## src/rtl/parking_gate_arbiter.sv

```systemverilog
// Shared barrier-gate arbiter for one entry and one exit lane with occupancy tracking.
// Optional statistics counters are enabled by defining PARKING_GATE_ARB_STATS_EN.
module parking_gate_arbiter #(
  parameter int unsigned CAPACITY       = 16,
  parameter int unsigned TIMEOUT_CYCLES = 1000,
  parameter int unsigned CLOSE_CYCLES   = 50
) (
  input  logic                             clk,
  input  logic                             reset,
  input  logic                             entry_req,
  input  logic                             exit_req,
  input  logic                             car_passed,
  output logic                             gate_open,
  output logic                             entry_grant,
  output logic                             exit_grant,
  output logic [$clog2(CAPACITY+1)-1:0]    occupancy,
  output logic                             full,
  output logic                             timeout
`ifdef PARKING_GATE_ARB_STATS_EN
  ,
  output logic [7:0]                       denied_count,
  output logic [7:0]                       timeout_count
`endif
);

  localparam int unsigned OCC_W = $clog2(CAPACITY + 1);
  localparam int unsigned TO_W  = (TIMEOUT_CYCLES > 1) ? $clog2(TIMEOUT_CYCLES) : 1;
  localparam int unsigned CD_W  = (CLOSE_CYCLES > 1) ? $clog2(CLOSE_CYCLES) : 1;

  localparam logic [OCC_W-1:0] OCC_MAX = OCC_W'(CAPACITY);
  localparam logic [TO_W-1:0]  TO_LAST = TO_W'(TIMEOUT_CYCLES - 1);
  localparam logic [CD_W-1:0]  CD_LAST = CD_W'(CLOSE_CYCLES - 1);

  typedef enum logic [1:0] {
    IDLE       = 2'd0,
    OPEN_ENTRY = 2'd1,
    OPEN_EXIT  = 2'd2,
    COOLDOWN   = 2'd3
  } state_t;

  state_t           state_q, state_d;
  logic [OCC_W-1:0] occ_d;
  logic [TO_W-1:0]  to_cnt_q, to_cnt_d;
  logic [CD_W-1:0]  cd_cnt_q, cd_cnt_d;
  logic             last_exit_q, last_exit_d;
  logic             timeout_d;
  logic             entry_ok, exit_ok;

  assign full     = (occupancy == OCC_MAX);
  assign entry_ok = entry_req && (occupancy < OCC_MAX);
  assign exit_ok  = exit_req && (occupancy != '0);

  // State, counters and decoded gate outputs
  always_ff @(posedge clk or negedge reset) begin
    if (!reset) begin
      state_q     <= IDLE;
      occupancy   <= '0;
      to_cnt_q    <= '0;
      cd_cnt_q    <= '0;
      last_exit_q <= 1'b1;
      gate_open   <= 1'b0;
      entry_grant <= 1'b0;
      exit_grant  <= 1'b0;
      timeout     <= 1'b0;
    end else begin
      state_q     <= state_d;
      occupancy   <= occ_d;
      to_cnt_q    <= to_cnt_d;
      cd_cnt_q    <= cd_cnt_d;
      last_exit_q <= last_exit_d;
      gate_open   <= (state_d == OPEN_ENTRY) || (state_d == OPEN_EXIT);
      entry_grant <= (state_d == OPEN_ENTRY);
      exit_grant  <= (state_d == OPEN_EXIT);
      timeout     <= timeout_d;
    end
  end

  // Next-state: round-robin grant, passage/timeout close, fixed cooldown
  always_comb begin
    state_d     = state_q;
    occ_d       = occupancy;
    to_cnt_d    = to_cnt_q;
    cd_cnt_d    = cd_cnt_q;
    last_exit_d = last_exit_q;
    timeout_d   = 1'b0;
    unique case (state_q)
      IDLE: begin
        to_cnt_d = '0;
        if (entry_ok && (!exit_ok || last_exit_q)) begin
          state_d     = OPEN_ENTRY;
          last_exit_d = 1'b0;
        end else if (exit_ok) begin
          state_d     = OPEN_EXIT;
          last_exit_d = 1'b1;
        end
      end
      OPEN_ENTRY, OPEN_EXIT: begin
        if (car_passed) begin
          occ_d    = (state_q == OPEN_ENTRY) ? occupancy + OCC_W'(1)
                                             : occupancy - OCC_W'(1);
          state_d  = COOLDOWN;
          cd_cnt_d = '0;
        end else if (to_cnt_q == TO_LAST) begin
          timeout_d = 1'b1;
          state_d   = COOLDOWN;
          cd_cnt_d  = '0;
        end else begin
          to_cnt_d = to_cnt_q + TO_W'(1);
        end
      end
      COOLDOWN: begin
        if (cd_cnt_q == CD_LAST) begin
          state_d = IDLE;
        end else begin
          cd_cnt_d = cd_cnt_q + CD_W'(1);
        end
      end
      default: state_d = IDLE;
    endcase
  end

`ifdef PARKING_GATE_ARB_STATS_EN
  logic deny_cond, deny_prev_q;
  assign deny_cond = (state_q == IDLE) && entry_req && full;

  // Saturating counters; denials count once per held request
  always_ff @(posedge clk or negedge reset) begin
    if (!reset) begin
      deny_prev_q   <= 1'b0;
      denied_count  <= '0;
      timeout_count <= '0;
    end else begin
      deny_prev_q <= deny_cond;
      if (deny_cond && !deny_prev_q && (denied_count != 8'hFF)) begin
        denied_count <= denied_count + 8'd1;
      end
      if (timeout_d && (timeout_count != 8'hFF)) begin
        timeout_count <= timeout_count + 8'd1;
      end
    end
  end
`endif

endmodule

```

## config.mk

```make
export PLATFORM = sky130hd
export DESIGN_NAME = parking_gate_arbiter
export DESIGN_NICKNAME = d
export VERILOG_FILES = /design/src/rtl/parking_gate_arbiter.sv
export SDC_FILE = /design/constraint.sdc
export NUM_CORES = 1
export LEC_CHECK = 0
export CAP_MARGIN = 20
export CELL_PAD_IN_SITES_DETAIL_PLACEMENT = 0
export CELL_PAD_IN_SITES_GLOBAL_PLACEMENT = 1
export CORE_ASPECT_RATIO = 1.2
export CORE_MARGIN = 2
export CORE_UTILIZATION = 52
export CTS_CLUSTER_DIAMETER = 60
export DETAILED_ROUTE_END_ITERATION = 10
export DONT_BUFFER_PORTS = 1
export HOLD_SLACK_MARGIN = 0.1
export PLACE_DENSITY = 0.88
export SYNTH_ARGS = -nofsm -noshare
export SYNTH_HDL_FRONTEND = slang
export SYNTH_SLANG_ARGS = --single-unit
```

## constraint.sdc

```tcl
create_clock -name clk -period 4.5 [get_ports clk]
set_input_delay 0.9 -clock clk [delete_from_list [all_inputs] [get_ports clk]]
set_output_delay 0.9 -clock clk [all_outputs]
set_load 0.02 [all_outputs]
```

==> impl_metrics.toml, run 1 <==
[power_and_ir_drop]
pwr-share-comb_pct = 48.5
total_leakage_power_uw = 0.0007375
clkPwrFrac_pct = 9.7
power.switching_uw = 511.9
power_density_nw_per_um2 = 648.8
intPower_uw = 603.5
sequentialPowerShare_pct = 41.8
vdd_drop_max_v = 0.0004114
switching_share_pct = 45.89

[route]
via_per_inst = 6.185
drt-total-wl_mm = 3.116
dr.pass1.iters = 4
drt_iter0_markers = 40
wl_per_cell_um = 15.20
drc = 0
vias = 1268
detail-route-antenna-nets = 0

[yosys]
yosysTopAreaCell = "dfrtp_1"
synth_ff_type = "dfrtp_1"
synthArstFlopShare_pct = 100.0
synth-seq-area-share_pct = 42.44
yosys.area.top_type_share_pct = 40.85
synth-seq-cells = 28
syn-instance-count = 167
avgSynthCellArea_sq_um = 9.905
yosys_warnings = 0
netlist_area_sq_um = 1654
synth.distinct_cells = 40
synth_nets = 183
synth.area.top_cells = "dfrtp_1, ha_1, nand2_1"
synth_edf_count = 0

[clock_tree]
clk_path_buf_depth = 2
cts.sinks = 28
clk_latency_ns = 0.33
ctsHtreeMaxLevel = 1
clk_pin_slew_ns = 0.15
cts_tree = "yes"
post-cts-setup-buffer-count = 0
clockRootBuffer = "clkbuf_4"
cts_buffers = 3
cts_resized = 0
holdBufCountCts = 0

[timing]
tightest_slew_ns = 0.4547
finClkSkew_ns = 0.004385
final.setup.tns_ns = 0
slew_violations = 0
timing.final.crit_period_ns = 2.706
relSlewSlack_pct = 69.58
hold_viol = 0
fmax_mhz = 369.6
grt_setup_unrepaired = "no"
setup_viol = 0
fin_crit_sh_pct = 60.12
layout_setup_ws_ns = 1.794

[job]
maxCapViolations = 0

[worst_setup_path]
cpMaxStageDelayCell = "or4_4"
arrival_ns = 1.81
r2r_slack_ns = 2.24
critical_path_required_ns = 3.60
crit_type = "reg -> out"
crit_path_end_kind = "primary output"
cp_max_fo = 6
path_cells = "or4_4 > nor2_1"
crit_path_max_incr_delay_ns = 0.60
cp-start-kind = "flop"

[floorplan]
fp.coreArea_sq_um = 3055
die_area_sq_um = 3650
die_h_um = 65.78
num_io_pins = 15
start_util_pct = 54.14
dieWidth_um = 55.49
rows = 22

[min_path]
hold_class = "in -> async"

[global_routing]
antenna_found_initial = 0
grt_pass1_vias = 1326
track_usage_pct = 19.70
grt_max_degree = 29
grt_overflow = 0
grt_pass1_wl_mm = 5.802

[place]
gp_congestion = 0.8021
dp_slack_ns = 1.990
dp_hpwl_mm = 2.295
portBuffers = 0

[outcome]
status = "complete, no violations"

[layout]
insertedDiodeCount = 0
drive_gt1_share_pct = 7.692
areaGrowthSynthToFinish_pct = 3.934
fin_nets = 186
-- worst max-delay path: cells and delay by family (launching register included) --
family | cells | cell delay, ns
flops | 1 | 0.55
simple gates | 2 | 0.93
-- power groups by stage --
stage	sequential, uW	combinational, uW	clock (uW)
6_report	466	541	109
5_1_grt	483	619	123
4_1_cts	467	540	113
3_5_place_dp	472	538	0
3_3_place_gp	469	510	0
2_1_floorplan	446	448	0
-- per-layer routing --
layer	GRT usage [%]	part of all wire, %	up-vias
met5	0	0	-
met4	5.488	0.99	0
met3	3.718	4.2	4
met2	36.76	51	28
met1	23.01	43	618
li1	-	-	618
-- cells in the mapped netlist, drive strengths merged, types with 2 or more instances --
cell	instances
dfrtp	27
nand3	7
nand3b	2
inv	12
a21oi	6
o21ai	7
o221ai	4
and4	3
o211ai	3
nand2b	3
or4	4
or2	2
a31oi	2
ha	10
xnor2	3
nand4	3
nand2	14
mux2i	5
or3	2
nor2	12
buf	2
o31ai	6
xor2	6
a21o	3
a2bb2oi	3
and2	4
and4b	2
-- final cells by class --
class	instances	area, sq um
clock buffer	4	26.28
sequential	28	701.9
tap	36	45.04
timing repair buffer	1	7.507
fill	279	1336
multi-input combinational	124	893.4
inverter	12	45.04
-- cell usage in the layout, fill, tap and decap left out, drive strengths merged, types with 4 or more instances in the layout --
| cell | count |
|---|---|
| mux2i | 5 |
| o21ai | 7 |
| or4 | 4 |
| ha | 10 |
| nand3 | 7 |
| and2 | 4 |
| clkbuf | 5 |
| o221ai | 4 |
| xor2 | 6 |
| nor2 | 12 |
| o31ai | 6 |
| nand2 | 14 |
| inv | 12 |
| dfrtp | 27 |
| a21oi | 6 |
-- through the flow --
| step | power (uW) | cells | util (%) | hold slack (ns) | area (sq um) |
|---|---|---|---|---|---|
| 2_1_floorplan | 894.6 | 167 | - | 0.4843 | 1654 |
| 3_3_place_gp | 979.3 | 200 | 55.16 | 0.5235 | 1685 |
| 3_5_place_dp | 1010 | 200 | 55.16 | 0.5427 | 1685 |
| 4_1_cts | 1121 | 204 | 56.02 | 0.2262 | 1712 |
| 5_1_grt | 1225 | 205 | 56.27 | 0.2067 | 1719 |
| 6_report | 1115 | 205 | 56.27 | 0.2399 | 1719 |
-- registers in the layout, summed over array words and instances, names as in the netlist --
register and cells:
to_cnt_q 10, cd_cnt_q 6, entry_grant 1, occupancy 5, timeout 1, state_q 2
exit_grant 1, last_exit_q 1, gate_open 1
-- path summary, 6_finish.rpt --
path,depth (start not counted),endpoint,start
max in group asynchronous,0,last_exit_q$_DFFE_PN1P_,reset
max,2,full,occupancy[1]$_DFFE_PN0P_
min in group clk,1,to_cnt_q[3]$_DFFE_PN0P_,to_cnt_q[3]$_DFFE_PN0P_
min reg2reg,1,to_cnt_q[3]$_DFFE_PN0P_,to_cnt_q[3]$_DFFE_PN0P_
min,0,occupancy[2]$_DFFE_PN0P_,reset
max reg2reg,6,gate_open$_DFF_PN0_,occupancy[1]$_DFFE_PN0P_
-- cell families after synthesis --
logic type / count (synthesis) / synth area share [%]
flip-flops: 28 / 42.44
AO/OA/AOI/OAI: 38 / 16.49
adder cells (fa/ha/maj): 11 / 8.775
multiplexers: 6 / 3.707
XOR/XNOR: 9 / 4.766
buffers and inverters: 15 / 3.555
AND/OR/NAND/NOR: 60 / 20.27
(Power assumes the default switching activity.)
==> run 2: changes to the inputs <==
--- a/config.mk
+++ b/config.mk
@@ -5,17 +5,18 @@
 export SDC_FILE = /design/constraint.sdc
 export NUM_CORES = 1
 export LEC_CHECK = 0
+export ABC_AREA = 1
 export CAP_MARGIN = 20
 export CELL_PAD_IN_SITES_DETAIL_PLACEMENT = 0
 export CELL_PAD_IN_SITES_GLOBAL_PLACEMENT = 1
 export CORE_ASPECT_RATIO = 1.2
 export CORE_MARGIN = 2
-export CORE_UTILIZATION = 52
+export CORE_UTILIZATION = 42
 export CTS_CLUSTER_DIAMETER = 60
 export DETAILED_ROUTE_END_ITERATION = 10
 export DONT_BUFFER_PORTS = 1
 export HOLD_SLACK_MARGIN = 0.1
-export PLACE_DENSITY = 0.88
+export PLACE_DENSITY = 0.81
 export SYNTH_ARGS = -nofsm -noshare
 export SYNTH_HDL_FRONTEND = slang
 export SYNTH_SLANG_ARGS = --single-unit
==> constraint.sdc (replaced) <==
create_clock -name clk -period 2.2 [get_ports clk]
set_input_delay 0.44 -clock clk [delete_from_list [all_inputs] [get_ports clk]]
set_output_delay 0.44 -clock clk [all_outputs]
set_load 0.02 [all_outputs]
==> run 2 against run 1 <==
  * Core utilization fell by 9.2 points
  * Critical path depth rose by 8
  * Clock power rose to 2.7 times the previous value
  * Die area rose by 30%
  * Non-clock buffer count rose by 1
  * Clock skew fell by 0.0025 ns
  * Global-route usage fell by 4.2 points
  * Critical endpoint is now gate_open$_DFF_PN0_
  * Largest power group unchanged
==> impl_metrics.toml, run 2 <==
[layout]
fin_nets = 249
final_cell_mix = "nand2_1, inv_1, dfrtp_1"
register_area_sq_um = 701.9
largest_register_ffs = 10
areaGrowthSynthToFinish_pct = 6.206
drive_gt1_share_pct = 10.34
utilization_pct = 47.06
multi_input_area_sq_um = 922.1
regMostFlops = "to_cnt_q"
reg_top3 = "to_cnt_q: 10 flops, cd_cnt_q: 6 flops, occupancy: 5 flops"
instances_no_fill = 286
insertedDiodeCount = 0
fillers = 415
final_common_cell = "nand2_1"

[worst_setup_path]
r2r_end = "gate_open$_DFF_PN0_"
crit_path_end_kind = "flop"
worstSetupStartpoint = "state_q[0]$_DFF_PN0_"
cp-start-kind = "flop"
crit_path_max_incr_delay_ns = 0.60
path_cells = "inv_1 > ha_1 > inv_1 > nand2_1 > nand2_1 > nand2_1 > nand2_1 > nand2_1 > ha_1 > inv_1"
cp_max_fo = 13
crit_type = "reg -> reg"
setup.worst_path.end = "gate_open$_DFF_PN0_"
critPathMostFrequentCell = "nand2_1"
critical_path_required_ns = 2.43
cp_num_cells = 10
cpMaxStageDelayCell = "ha_1"
arrival_ns = 2.14
r2r_slack_ns = 0.29
crit_family = "adder cells"
critical_path_buf_inv_count = 3
worstReg2RegStart = "state_q[0]$_DFF_PN0_"
reg2reg_depth = 10

[yosys]
yosys.area_share.xor_xnor_pct = 3.456
synth-adder-area-share_pct = 8.181
netlist_area_sq_um = 1774
synth-seq-cells = 28
synth_simple_gate_area_share_pct = 32.23
synth.area.top_cells = "dfrtp_1, nand2_1, ha_1"
avgSynthCellArea_sq_um = 7.714
synth_nets = 246
synth-seq-area-share_pct = 39.56
synth_edf_count = 0
synthArstFlopShare_pct = 100.0
yosys_warnings = 0
yosysMostFrequentCell = "nand2_1"
synth_ff_type = "dfrtp_1"
yosysTopAreaCell = "dfrtp_1"
synth-compound-area-share_pct = 8.110
synth_top_family_by_area = "simple AND/OR/NAND/NOR gates"
synth.distinct_cells = 31
syn-instance-count = 230
synth_commonest_cells = "nand2_1, inv_1, dfrtp_1"
yosys.area.top_type_share_pct = 38.08
synth.area.mux_share_pct = 0

[timing]
finClkSkew_ns = 0.001881
grt_setup_unrepaired = "no"
tightest_slew_ns = 0.4916
timing.final.crit_period_ns = 1.914
relSlewSlack_pct = 67.23
slew_violations = 0
setup_viol = 0
fmax_mhz = 522.4
fin_crit_sh_pct = 87.01
final.setup.tns_ns = 0
layout_setup_ws_ns = 0.2857
hold_viol = 0

[floorplan]
die_h_um = 75.20
dieWidth_um = 63.33
rows = 25
start_util_pct = 44.31
num_io_pins = 15
die_area_sq_um = 4762
fp.coreArea_sq_um = 4004

[place]
dp_hpwl_mm = 2.470
gp_congestion = 0.7841
portBuffers = 0
placedCellCount = 280
dp_slack_ns = 0.3189

[clock_tree]
clockRootBuffer = "clkbuf_8"
clk_pin_slew_ns = 0.10
cts_buffers = 3
cts.sinks = 28
clk_path_buf_depth = 2
clk_latency_ns = 0.27
cts_tree = "yes"
ctsHtreeMaxLevel = 1
cts_resized = 0

[min_path]
hold_class = "in -> reg"
worstHoldPathCells = 1

[route]
detail-route-antenna-nets = 0
drc = 0
vias = 1395
drt-total-wl_mm = 3.322
via_per_inst = 4.878
dr.pass1.iters = 4
drt_iter0_markers = 53
wl_per_cell_um = 11.62

[global_routing]
grt_overflow = 0
grt_pass1_wl_mm = 5.802
track_usage_pct = 15.48
grt_pass1_vias = 1353
grt_max_degree = 29
antenna_found_initial = 0

[power_and_ir_drop]
total_leakage_power_uw = 0.0008972
vdd_drop_max_v = 0.0003944
power_density_nw_per_um2 = 1366
finalPower_uw = 2575

[outcome]
status = "complete, no violations"

[job]
maxCapViolations = 0
-- run 2: repair_timing --
item	4_1_cts	5_1_grt
endpoints found under the hold margin	28	0
hold buffers	2	0
buffers inserted	0	0
-- run 2: through the flow --
step	hold slack, ns	area [sq um]
finish	0.2261	1884
floorplan	0.1444	1774
global route	0.2145	1884
global placement	0.1451	1809
detailed placement	0.1451	1809
CTS	0.2197	1884
-- run 2: report_power, final --
part / internal, uW / leakage (uW) / switching, uW / total, uW
sequential: 685 / 0.000364 / 256 / 942
clock: 130 / 0.0000228 / 165 / 295
combinational: 458 / 0.000511 / 880 / 1340
-- run 2: worst min-delay path by stage --
stage | end | from | slack, ns
2_1_floorplan | cd_cnt_q[0]$_DFFE_PN0P_ | reset | 0.14
3_5_place_dp | cd_cnt_q[5]$_DFFE_PN0P_ | reset | 0.15
5_1_grt | timeout$_DFF_PN0_ | car_passed | 0.21
3_3_place_gp | cd_cnt_q[5]$_DFFE_PN0P_ | reset | 0.15
4_1_cts | timeout$_DFF_PN0_ | car_passed | 0.22
6_report | timeout$_DFF_PN0_ | car_passed | 0.23
-- run 2: cell type report --
cell class	count	share of cell area, %
well taps	54	3.586
multi-input cells	168	48.94
repair buffers	2	1.594
clock buffers	4	2.390
inverters	30	6.242
flip-flops and latches	28	37.25
-- run 2: logic make-up after synthesis --
logic type / count (synthesis)
AND/OR/NAND/NOR: 126
buffers and inverters: 34
flip-flops: 28
AO/OA/AOI/OAI: 24
adder cells (fa/ha/maj): 11
XOR/XNOR: 7
-- run 2: metal layers --
metal	vias up	routed length, um	global-route usage, %
li1	732	-	-
met1	642	1548	18.56
met2	17	1656	28.42
met3	4	73	1.794
met4	0	44	6.522
met5	-	0	0
==> run 3: changes to the inputs <==
--- a/config.mk
+++ b/config.mk
@@ -7,16 +7,14 @@
 export LEC_CHECK = 0
 export ABC_AREA = 1
 export CAP_MARGIN = 20
-export CELL_PAD_IN_SITES_DETAIL_PLACEMENT = 0
-export CELL_PAD_IN_SITES_GLOBAL_PLACEMENT = 1
 export CORE_ASPECT_RATIO = 1.2
 export CORE_MARGIN = 2
-export CORE_UTILIZATION = 42
+export CORE_UTILIZATION = 56
 export CTS_CLUSTER_DIAMETER = 60
 export DETAILED_ROUTE_END_ITERATION = 10
 export DONT_BUFFER_PORTS = 1
 export HOLD_SLACK_MARGIN = 0.1
-export PLACE_DENSITY = 0.81
+export PLACE_DENSITY = 0.8
 export SYNTH_ARGS = -nofsm -noshare
 export SYNTH_HDL_FRONTEND = slang
 export SYNTH_SLANG_ARGS = --single-unit
==> run 3 against run 2 <==
  * Sequential power decreased by 0.5%
  * Sequential cell count unchanged
  * Critical path depth decreased by 7
  * Final cell count decreased by 6.3%
  * Setup slack improved by 0.012 ns
  * Design area decreased by 1.7%
  * Non-clock buffer count unchanged
  * Critical path type is now reg -> out
  * Critical endpoint is now full
  * Largest power group unchanged
==> impl_metrics.toml, run 3 (synthesis results as in run 2) <==
[layout]
regMostFlops = "to_cnt_q"
finish.instance_area_sq_um = 1853
final_cell_mix = "nand2_1, inv_1, dfrtp_1"
areaGrowthSynthToFinish_pct = 4.443
final_common_cell = "nand2_1"
largest_register_ffs = 10
drive_gt1_share_pct = 10.78
reg_top3 = "to_cnt_q: 10 flops, cd_cnt_q: 6 flops, occupancy: 5 flops"
utilization_pct = 60.65
insertedDiodeCount = 0
fin_nets = 249

[floorplan]
rows = 22
start_util_pct = 58.07
die_h_um = 65.66
num_io_pins = 15
die_area_sq_um = 3636
dieWidth_um = 55.38
fp.coreArea_sq_um = 3055

[worst_setup_path]
reg2reg_depth = 10
cp-start-kind = "flop"
path_cells = "nor2_1 > nand2_1 > nor2_1"
critical_path_required_ns = 1.76
r2r_end = "gate_open$_DFF_PN0_"
cp_max_fo = 5
critPathMostFrequentCell = "nor2_1"
arrival_ns = 1.46
crit_type = "reg -> out"
crit_path_end_kind = "primary output"
crit_family = "simple AND/OR/NAND/NOR gates"
r2r_slack_ns = 0.31
crit_path_max_incr_delay_ns = 0.54
worstReg2RegStart = "state_q[0]$_DFF_PN0_"
critical_path_buf_inv_count = 0
cpMaxStageDelayCell = "dfrtp_1"

[route]
detail-route-antenna-nets = 0
vias = 1381
dr.pass1.iters = 5
drt_iter0_markers = 69
drc = 0
drt-total-wl_mm = 3.045
wl_per_cell_um = 11.36
via_per_inst = 5.153

[clock_tree]
ctsHtreeMaxLevel = 1
clk_pin_slew_ns = 0.15
cts_buffers = 3
clockRootBuffer = "clkbuf_4"
cts_tree = "yes"
clk_latency_ns = 0.33
cts.sinks = 28
cts_resized = 0
post-cts-setup-buffer-count = 0
clk_path_buf_depth = 2

[outcome]
status = "complete, no violations"

[timing]
finClkSkew_ns = 0.001165
setup_viol = 0
grt_setup_unrepaired = "no"
layout_setup_ws_ns = 0.2974
tightest_slew_ns = 0.4437
fin_hold_ws_ns = 0.1552
final.setup.tns_ns = 0
slew_violations = 0
fin_crit_sh_pct = 86.48
fmax_mhz = 525.6
relSlewSlack_pct = 70.42
timing.final.crit_period_ns = 1.903
hold_viol = 0

[power_and_ir_drop]
power_density_nw_per_um2 = 1357
vdd_drop_max_v = 0.0009008
total_leakage_power_uw = 0.0008955

[place]
dp_hpwl_mm = 2.258
placed_area_sq_um = 1787
portBuffers = 0
gp_congestion = 0.8343
dp_slack_ns = 0.3431

[global_routing]
track_usage_pct = 19.19
grt_overflow = 0
antenna_found_initial = 0
grt_pass1_vias = 1338
grt_pass1_wl_mm = 5.513
grt_max_degree = 29

[job]
maxCapViolations = 0

[min_path]
min_to = "timeout$_DFF_PN0_"
worstHoldStart = "car_passed"
hold_class = "in -> reg"
worstHoldPathCells = 1
## run 3: repair_timing
item | in CTS | in global routing
setup endpoints to repair | 0 | 0
hold buffers | 2 | 0
hold endpoints to repair | 28 | 0
## run 3: worst max-delay path by stage
stage / start / slack (ns) / cells after the start / to
6_report: occupancy[1]$_DFFE_PN0P_ / 0.30 / 3 / full
5_1_grt: state_q[0]$_DFF_PN0_ / 0.09 / 10 / gate_open$_DFF_PN0_
4_1_cts: occupancy[1]$_DFFE_PN0P_ / 0.28 / 3 / full
3_5_place_dp: state_q[1]$_DFF_PN0_ / 0.34 / 10 / occupancy[4]$_DFFE_PN0P_
3_3_place_gp: state_q[1]$_DFF_PN0_ / 0.37 / 10 / occupancy[4]$_DFFE_PN0P_
2_1_floorplan: state_q[0]$_DFF_PN0_ / 0.48 / 11 / gate_open$_DFF_PN0_
## run 3: through the flow
stage | total power (uW) | instances
finish | 2515 | 268
global route | 2808 | 268
CTS | 2545 | 268
detailed placement | 2266 | 262
global placement | 2228 | 262
floorplan | 2102 | 230
## run 3: worst register-to-register path: stages, from the launching register on
cell and delay [ns]:
dfrtp_1 0.45, inv_1 0.08, ha_1 0.57, inv_1 0.14
nand2_1 0.10, nand2_1 0.05, nand2_1 0.06, nand2_1 0.06
nand2_1 0.08, ha_1 0.22, inv_1 0.05
## run 3: report_power, final
group | switching, uW | leakage [uW] | internal (uW)
clock network | 154 | 0.0000210 | 101
registers | 253 | 0.000364 | 684
logic | 864 | 0.000511 | 458
total | 1270 | 0.000895 | 1240
## run 3: final cells by class
class	count	area (sq um)
Clock buffer	4	36.28
Fill cell	285	1202
Inverter	30	117.6
Multi-Input combinational cell	168	922.1
Sequential cell	28	701.9
Tap cell	36	45.04
Timing Repair Buffer	2	30.03
## run 3: metal layers
metal	part of all wire (%)	wire (um)	vias to the layer above	GRT usage (%)
met5	0	0	-	0
met4	2.0	60	0	8.537
met3	2.6	79	4	2.362
met2	50	1514	17	33.48
met1	46	1390	624	23.80
li1	-	-	736	-
